## config.mk

```make
export PLATFORM = sky130hd
export DESIGN_NAME = ram_access_seq
export DESIGN_NICKNAME = d
export VERILOG_FILES = /design/src/rtl/ram_access_seq.sv
export SDC_FILE = /design/constraint.sdc
export NUM_CORES = 1
export LEC_CHECK = 0
export ABC_CLOCK_PERIOD_IN_PS = 3150
export BUFFER_PORTS_ARGS = -buffer_cell sky130_fd_sc_hd__buf_2
export CORE_AREA = 5 5 50 52
export CTS_CLUSTER_SIZE = 24
export DETAILED_ROUTE_END_ITERATION = 7
export DIE_AREA = 0 0 55 57
export HOLD_SLACK_MARGIN = 0.15
export PLACE_DENSITY = 0.78
export SETUP_SLACK_MARGIN = 0.2
export SYNTH_ARGS = -nofsm -noshare
export SYNTH_HDL_FRONTEND = slang
export SYNTH_SLANG_ARGS = --single-unit
export TNS_END_PERCENT = 10
```

## constraint.sdc

```tcl
create_clock -name clk -period 3.15 [get_ports clk]
set_input_delay 0.63 -clock clk [delete_from_list [all_inputs] [get_ports clk]]
set_output_delay 0.63 -clock clk [all_outputs]
set_load 0.05 [all_outputs]
```

## src/rtl/ram_access_seq.sv

```systemverilog
// ram_access_seq
//   Upstream access sequencer for the 2-bit serial RAM. A read or write request
//   accepted over valid/ready is turned into a serial bit frame on the RAM pins:
//   one command bit, the address MSB first, then the data MSB first. Read data
//   comes back on ram_rd during the data phase. The result, or a write ack, is
//   returned over a response handshake. A wrapping program counter supplies
//   the address for sequential accesses.
//
//   Optional feature macro: RAM_SEQ_PARITY_EN
//     defined   : a parity cycle follows the data phase. A write drives the
//                 wdata parity. A read samples the RAM parity bit and flags
//                 rsp_perr when it disagrees with the received data.
//     undefined : no parity cycle, and rsp_perr is tied to 0.
//
// Ports
//   clk, rst              clock (rising edge), asynchronous active-high reset
//   req_valid/req_ready   request handshake; req_ready is combinational
//   req_we, req_seq       write select; use pc_out as the address, then advance pc
//   req_addr, req_wdata   explicit address (req_seq=0), write data
//   rsp_valid/rsp_ready   response handshake; the response holds until consumed
//   rsp_rdata, rsp_perr   read data (0 for writes), parity error flag
//   pc_out                program counter
//   ram_status, ram_a0    frame-active (low) and bit strobe (high) pins
//   ram_b0, ram_rd        serial bit to the RAM, serial read bit from the RAM
module ram_access_seq #(
    parameter int ADDR_W = 2,
    parameter int DATA_W = 2
) (
    input  logic              clk,
    input  logic              rst,
    input  logic              req_valid,
    output logic              req_ready,
    input  logic              req_we,
    input  logic              req_seq,
    input  logic [ADDR_W-1:0] req_addr,
    input  logic [DATA_W-1:0] req_wdata,
    output logic              rsp_valid,
    input  logic              rsp_ready,
    output logic [DATA_W-1:0] rsp_rdata,
    output logic              rsp_perr,
    output logic [ADDR_W-1:0] pc_out,
    output logic              ram_status,
    output logic              ram_a0,
    output logic              ram_b0,
    input  logic              ram_rd
);

`ifdef RAM_SEQ_PARITY_EN
    localparam int PAR_W = 1;
`else
    localparam int PAR_W = 0;
`endif
    localparam int SH_W  = ADDR_W + DATA_W + PAR_W;
    localparam int MAX_W = (ADDR_W > DATA_W) ? ADDR_W : DATA_W;
    localparam int CNT_W = $clog2(MAX_W) + 1;

    typedef enum logic [2:0] {
        S_IDLE,
        S_CMD,
        S_ADDR,
        S_DATA,
`ifdef RAM_SEQ_PARITY_EN
        S_PAR,
`endif
        S_RESP
    } state_t;

    state_t              state_q, state_d;
    logic [CNT_W-1:0]    cnt_q, cnt_d;
    logic [SH_W-1:0]     shift_q, shift_d;
    logic                we_q, we_d;
    logic                seq_q, seq_d;
    logic [DATA_W-1:0]   rdata_q, rdata_d;
    logic [ADDR_W-1:0]   pc_q, pc_d;
    logic                ram_status_q, ram_status_d;
    logic                ram_a0_q, ram_a0_d;
    logic                ram_b0_q, ram_b0_d;
    logic                rsp_valid_q, rsp_valid_d;
    logic [DATA_W-1:0]   rsp_rdata_q, rsp_rdata_d;
`ifdef RAM_SEQ_PARITY_EN
    logic                rsp_perr_q, rsp_perr_d;
`endif

    logic [ADDR_W-1:0]   addr_sel;
    logic [DATA_W-1:0]   wdata_sel;
    logic [SH_W-1:0]     shift_load;
    logic [DATA_W-1:0]   rdata_in;

    // The bits sent after the command bit are queued in one shift register at
    // acceptance time. Every later frame cycle simply pops its MSB. Read
    // frames queue zeros in the data and parity slots.
    always_comb begin
        addr_sel  = req_seq ? pc_q : req_addr;
        wdata_sel = req_we ? req_wdata : '0;
`ifdef RAM_SEQ_PARITY_EN
        shift_load = {addr_sel, wdata_sel, (req_we & ^req_wdata)};
`else
        shift_load = {addr_sel, wdata_sel};
`endif
        rdata_in  = DATA_W'({rdata_q, ram_rd});
    end

    // Next-state and next-output logic. The pins are registered, so each
    // state arm computes the pin values for the cycle that follows.
    always_comb begin
        state_d      = state_q;
        cnt_d        = cnt_q;
        shift_d      = shift_q;
        we_d         = we_q;
        seq_d        = seq_q;
        rdata_d      = rdata_q;
        pc_d         = pc_q;
        ram_status_d = ram_status_q;
        ram_a0_d     = ram_a0_q;
        ram_b0_d     = ram_b0_q;
        rsp_valid_d  = rsp_valid_q;
        rsp_rdata_d  = rsp_rdata_q;
`ifdef RAM_SEQ_PARITY_EN
        rsp_perr_d   = rsp_perr_q;
`endif
        req_ready    = (state_q == S_IDLE) && !rsp_valid_q;

        case (state_q)
            S_IDLE: begin
                if (req_valid && req_ready) begin
                    state_d      = S_CMD;
                    cnt_d        = '0;
                    shift_d      = shift_load;
                    we_d         = req_we;
                    seq_d        = req_seq;
                    rdata_d      = '0;
                    ram_status_d = 1'b0;
                    ram_a0_d     = 1'b1;
                    ram_b0_d     = req_we;
                end
            end
            S_CMD: begin
                state_d  = S_ADDR;
                cnt_d    = '0;
                ram_b0_d = shift_q[SH_W-1];
                shift_d  = shift_q << 1;
            end
            S_ADDR: begin
                ram_b0_d = shift_q[SH_W-1];
                shift_d  = shift_q << 1;
                if (cnt_q == CNT_W'(ADDR_W - 1)) begin
                    state_d = S_DATA;
                    cnt_d   = '0;
                end else begin
                    cnt_d = cnt_q + CNT_W'(1);
                end
            end
            S_DATA: begin
                rdata_d = rdata_in;
                if (cnt_q == CNT_W'(DATA_W - 1)) begin
`ifdef RAM_SEQ_PARITY_EN
                    state_d  = S_PAR;
                    ram_b0_d = shift_q[SH_W-1];
                    shift_d  = shift_q << 1;
`else
                    // Last frame cycle: return the pins to idle and present
                    // the response.
                    state_d      = S_RESP;
                    ram_status_d = 1'b1;
                    ram_a0_d     = 1'b0;
                    ram_b0_d     = 1'b0;
                    rsp_valid_d  = 1'b1;
                    rsp_rdata_d  = we_q ? '0 : rdata_in;
`endif
                end else begin
                    cnt_d    = cnt_q + CNT_W'(1);
                    ram_b0_d = shift_q[SH_W-1];
                    shift_d  = shift_q << 1;
                end
            end
`ifdef RAM_SEQ_PARITY_EN
            S_PAR: begin
                state_d      = S_RESP;
                ram_status_d = 1'b1;
                ram_a0_d     = 1'b0;
                ram_b0_d     = 1'b0;
                rsp_valid_d  = 1'b1;
                rsp_rdata_d  = we_q ? '0 : rdata_q;
                rsp_perr_d   = !we_q && (ram_rd != ^rdata_q);
            end
`endif
            S_RESP: begin
                // The pc only advances once the response is consumed, so a
                // stalled sequential read still reports its own address.
                if (rsp_ready) begin
                    rsp_valid_d = 1'b0;
                    state_d     = S_IDLE;
                    if (seq_q) begin
                        pc_d = pc_q + ADDR_W'(1);
                    end
                end
            end
            default: begin
                state_d = S_IDLE;
            end
        endcase
    end

    // State and output registers. Reset aborts any frame in progress and
    // drops the pins to their idle values at once.
    always_ff @(posedge clk or posedge rst) begin
        if (rst) begin
            state_q      <= S_IDLE;
            cnt_q        <= '0;
            shift_q      <= '0;
            we_q         <= 1'b0;
            seq_q        <= 1'b0;
            rdata_q      <= '0;
            pc_q         <= '0;
            ram_status_q <= 1'b1;
            ram_a0_q     <= 1'b0;
            ram_b0_q     <= 1'b0;
            rsp_valid_q  <= 1'b0;
            rsp_rdata_q  <= '0;
`ifdef RAM_SEQ_PARITY_EN
            rsp_perr_q   <= 1'b0;
`endif
        end else begin
            state_q      <= state_d;
            cnt_q        <= cnt_d;
            shift_q      <= shift_d;
            we_q         <= we_d;
            seq_q        <= seq_d;
            rdata_q      <= rdata_d;
            pc_q         <= pc_d;
            ram_status_q <= ram_status_d;
            ram_a0_q     <= ram_a0_d;
            ram_b0_q     <= ram_b0_d;
            rsp_valid_q  <= rsp_valid_d;
            rsp_rdata_q  <= rsp_rdata_d;
`ifdef RAM_SEQ_PARITY_EN
            rsp_perr_q   <= rsp_perr_d;
`endif
        end
    end

    assign rsp_valid  = rsp_valid_q;
    assign rsp_rdata  = rsp_rdata_q;
    assign pc_out     = pc_q;
    assign ram_status = ram_status_q;
    assign ram_a0     = ram_a0_q;
    assign ram_b0     = ram_b0_q;
`ifdef RAM_SEQ_PARITY_EN
    assign rsp_perr   = rsp_perr_q;
`else
    assign rsp_perr   = 1'b0;
`endif

endmodule

```

---- Word-level counts from Yosys, hierarchy flattened ----
Index checks and enable logic that the tools add are counted.
storage, ports and cells
  register bits ........................... 20
  input port bits ......................... 11
  output and inout port bits .............. 10
  logic and storage cells ................. 70
operators by class
  $add $sub $neg .......................... 2
  equal/unequal tests ..................... 10
  multiplexer cells ....................... 27
  reductions and logical operators ........ 19
operator list
  cell                                            count
  one-hot mux 3 bit (5 select lines)              1
  AND reduction 3 bit                             5
  2-to-1 mux 2 bit                                6
  2-to-1 mux 3 bit                                4
  one-hot mux 4 bit (3 select lines)              1
  2-to-1 mux 4 bit                                2
  != test 2 bit (second input constant)           4
  one-hot mux 1 bit (2 select lines)              4
  one-hot mux 2 bit (4 select lines)              1
  AND reduction 2 bit                             4
  2-to-1 mux 1 bit                                7
  == test 3 x 2 -> 1 bit (second input constant)  2
  adder 2 x 1 -> 2 bit (second input constant)    2
  AND reduction 4 bit                             1
  nonzero test 2 bit                              2
  nonzero test 4 bit                              1
  == test 3 x 1 -> 1 bit (second input constant)  1
  == test 3 bit (second input constant)           1
  zero test 3 bit                                 1
  one-hot mux 1 bit (3 select lines)              1
  nonzero test 3 bit                              1
  == test 2 x 1 -> 1 bit (second input constant)  1
  logical AND 1 bit                               2
  != test 2 x 1 -> 1 bit (second input constant)  1
  other kinds (2)                                 2

---- Longest topological paths before layout ----
  depth in word-level cells ............... 5
  depth in mapped cells ................... 5
  gate-level depth less buffers ........... 5

---- Worst setup path before layout ----
Ideal clock, no wire load.
  path type ............................... flip-flop to flip-flop
  start point ............................. register rsp_valid_q, in the netlist rsp_valid
  end point ............................... register seq_q
  data arrival time ....................... 1.767 ns
  required time ........................... 3.025 ns
  setup slack ............................. 1.258 ns
  cell stages (with the launch flop) ...... 4
  buffers on the path ..................... 0
  cells stage by stage .................... dfrtp_1 -> nor4_4 -> nand2_2 -> mux2_4
on the way
  longest elaborated chain between the ends .. 4
ends and longest elaborated chain
  item                           line  text
  start, declared                78    logic rsp_valid_q, rsp_valid_d;
  start signal, assigned         234   rsp_valid_q <= rsp_valid_d;
  zero test 1 bit                121   req_ready = (state_q == S_IDLE) && !rsp_valid_q;
  logical AND 1 bit              121
  named net req_ready            32    output logic req_ready,
  logical AND 1 bit              125   if (req_valid && req_ready) begin
  AND reduction 2 bit (no line)  -
  end signal, assigned           228   seq_q <= seq_d;
  end, declared                  72    logic seq_q, seq_d;
The timed path passes the listed nets, and every way through them passes these cells.
A chain may end at the register's enable or synchronous reset.

---- Worst setup path after layout ----
  start point ............................. register state_q[0]
  end point ............................... output req_ready
on the way
  longest elaborated chain between the ends .. 2
ends and longest elaborated chain
  item                    line  text
  start, declared         68    state_t state_q, state_d;
  start signal, assigned  224   state_q <= state_d;
  zero test 3 bit         121
  logical AND 1 bit       121
  end, declared           32
Every way passes these cells.

==> results.toml <==
[synth]
yosysSeqAreaShare = 0.473
synthFlopType = "dfrtp_1"
syn_area_um2 = 1060
synth-edff-count = 0
ys_seq_elements = 20
avgSynthCellArea_um2 = 11.3
syn_nets = 107
async_flop_share = 1.00
synth_cell_types = 36
yosysWarnings = 0
synth_cells = 94

[worst_setup_path]
path_cells = "nor4_4, buf_2"
worst_r2r_endpoint = "shift_q[2]"
critical-path-slowest-cell = "dfrtp_1"
reg2regPathDepth = 3
rr_startpoint = "state_q[0]"
r2r_slack_ns = 1.42
setup.worst_path.start_class = "flop"
required_ns = 2.52
critical_path_class = "reg2out"
max_stage_delay_ns = 0.54
critPathCaptureType = "primary output"
critPathArrivalTime_ns = 1.50
crit_fanout = 13

[power_and_ir_drop]
power_density_nw_per_um2 = 1020
p_leak_nw = 0.581
peakVddDrop_mv = 0.460

[clock_network]
post_cts_buffers = 0
htree_levels = 1
path_clk_slew_ns = 0.11
cts_buffer_depth = 2
cts_resized = 0
cts_hold_buf = 0
tritoncts = "yes"
clock_latency_ns = 0.29
cts_num_sinks = 20
root_buffer = "clkbuf_4"
cts_buffers = 3

[timing]
setup_viol = 0
rsz0062_at_grt = "false"
slew_viol_final = 0
layout_min_cycle_time_ns = 2.13
fmax_mhz = 470
fin_hold_ws_ns = 0.440
timing.slew.headroom = 0.514
timing.final.crit_share = 0.676
skew_ns = 0.00377
tightest_slew_ns = 0.728
hold_viol = 0
tns_ns = 0

[layout]
area_growth_pct = 12.7
multiInputGateArea_um2 = 502
num_antenna_cells = 0
post-route-util = 0.580
fill_cells = 200
final_nets = 127
drive_gt1_frac = 0.319
ff_latch_area_um2 = 502

[routing]
wl_met2_um = 943
drc = 0
met3_length_um = 96
postRouteAntennaNets = 0
drt_iter0_drc = 6
wl_met1_um = 844
wirelength_um = 1900
via_per_inst = 5.16
num_vias = 728
highest_layer = "met4"
drt_pass1_iterations = 4
wire_per_inst_um = 13.4

[grt]
gr-total-overflow = 0
track_usage = 0.141
grt_pass1_wl_um = 3270
grt_pass1_vias = 756
antenna_found_initial = 0
grt_max_degree = 21

[place]
numPortBuffers = 19
hpwlAfterDp_um = 1450
gp_congestion = 0.783

[min_path]
hp-class = "in2async"

[floorplan]
start_util = 0.514
die_width_um = 55
rows = 17
die_height_um = 57
design.core.area_um2 = 2060
die-area_um2 = 3140
io_pins = 21

[run]
maxCapViolCount = 0

[status]
status = "finished clean"
==> critical path: cells and delay by family, from the launching register on <==
| family | cells | cell delay, ns |
|---|---|---|
| DFF | 1 | 0.54 |
| and+or+nand+nor | 1 | 0.35 |
| buffers and inverters | 1 | 0.31 |
==> layer usage <==
layer / vias to the layer above / global-route usage
li1: 364 / -
met1: 352 / 0.197
met2: 10 / 0.215
met3: 2 / 0.0339
met4: 0 / 0.0417
met5: - / 0
==> layout by cell type, fill, tap and decap left out, types with 2 or more instances in the layout <==
| cell | instances |
|---|---|
| mux2i_1 | 5 |
| ha_1 | 2 |
| dfrtp_1 | 19 |
| nor2b_1 | 3 |
| a21boi_0 | 3 |
| nand2b_1 | 3 |
| nor2_1 | 3 |
| mux2_2 | 3 |
| o21ai_0 | 5 |
| mux2_4 | 4 |
| clkbuf_4 | 3 |
| buf_2 | 19 |
| nand3_1 | 2 |
| nand2_1 | 5 |
| inv_1 | 7 |
| xnor2_1 | 2 |
| a21oi_1 | 4 |
| nand3b_1 | 3 |
==> worst max path at each step <==
| stage | from | end | cells past startpoint |
|---|---|---|---|
| floorplan | rsp_valid | seq_q | 3 |
| global placement | state_q[0] | req_ready | 2 |
| detailed placement | state_q[0] | req_ready | 2 |
| CTS | state_q[0] | req_ready | 2 |
| global route | state_q[0] | req_ready | 2 |
| finish | state_q[0] | req_ready | 2 |
==> final cells by class <==
| class | instances | share of cell area |
|---|---|---|
| multi-input cells | 63 | 0.419 |
| flip-flops and latches | 20 | 0.419 |
| inverters | 7 | 0.0220 |
| clock buffers | 4 | 0.0303 |
| repair buffers | 19 | 0.0795 |
| well taps | 28 | 0.0293 |
==> report_power, final <==
group | internal, W | switching (W) | leakage [nW]
clock network | 0.0000703 | 0.0000747 | 0.0210
logic | 0.000251 | 0.000363 | 0.306
registers | 0.000359 | 0.000104 | 0.254
==> flip-flops by register name, summed over array words and instances (netlist names), 2 cells and up <==
signal     flops
pc_out         2
rsp_rdata      2
state_q        3
cnt_q          2
shift_q        4
==> cell usage after synthesis, drive strengths merged (3+ instances only) <==
master / count / area, um^2
nor2b: 3 / 18.8
nand3b: 3 / 22.5
a21oi: 5 / 36.3
mux2: 7 / 93.8
a21boi: 3 / 22.5
buf: 4 / 31.3
nand2b: 3 / 18.8
nand2: 6 / 25.0
o21ai: 5 / 25.0
inv: 7 / 26.3
mux2i: 5 / 50.1
nor2: 3 / 11.3
dfrtp: 19 / 475
==> through the flow <==
| stage | power [W] | cells | worst slack [ns] | instance area, um^2 |
|---|---|---|---|---|
| floorplan | 0.000982 | 94 | 1.26 | 1060 |
| global placement | 0.00107 | 137 | 1.36 | 1160 |
| detailed placement | 0.00109 | 137 | 1.34 | 1160 |
| CTS | 0.00124 | 141 | 1.00 | 1200 |
| global route | 0.00132 | 141 | 0.924 | 1200 |
| finish | 0.00122 | 141 | 1.02 | 1200 |
==> cells by family (layout without fill, tap and decap cells) <==
logic type                 Yosys count  count (layout)  share of synthesized area
buffers and inverters               11              30                     0.0542
DFF                                 20              20                      0.473
adders and majority gates            2               2                     0.0236
xor gates and xnor gates             2               2                     0.0165
muxes                               12              12                      0.136
and+or+nand+nor                     26              26                      0.158
other                                1               1                    0.00353
AOI/OAI and AO/OA                   20              20                      0.136
(Power assumes the default switching activity.)
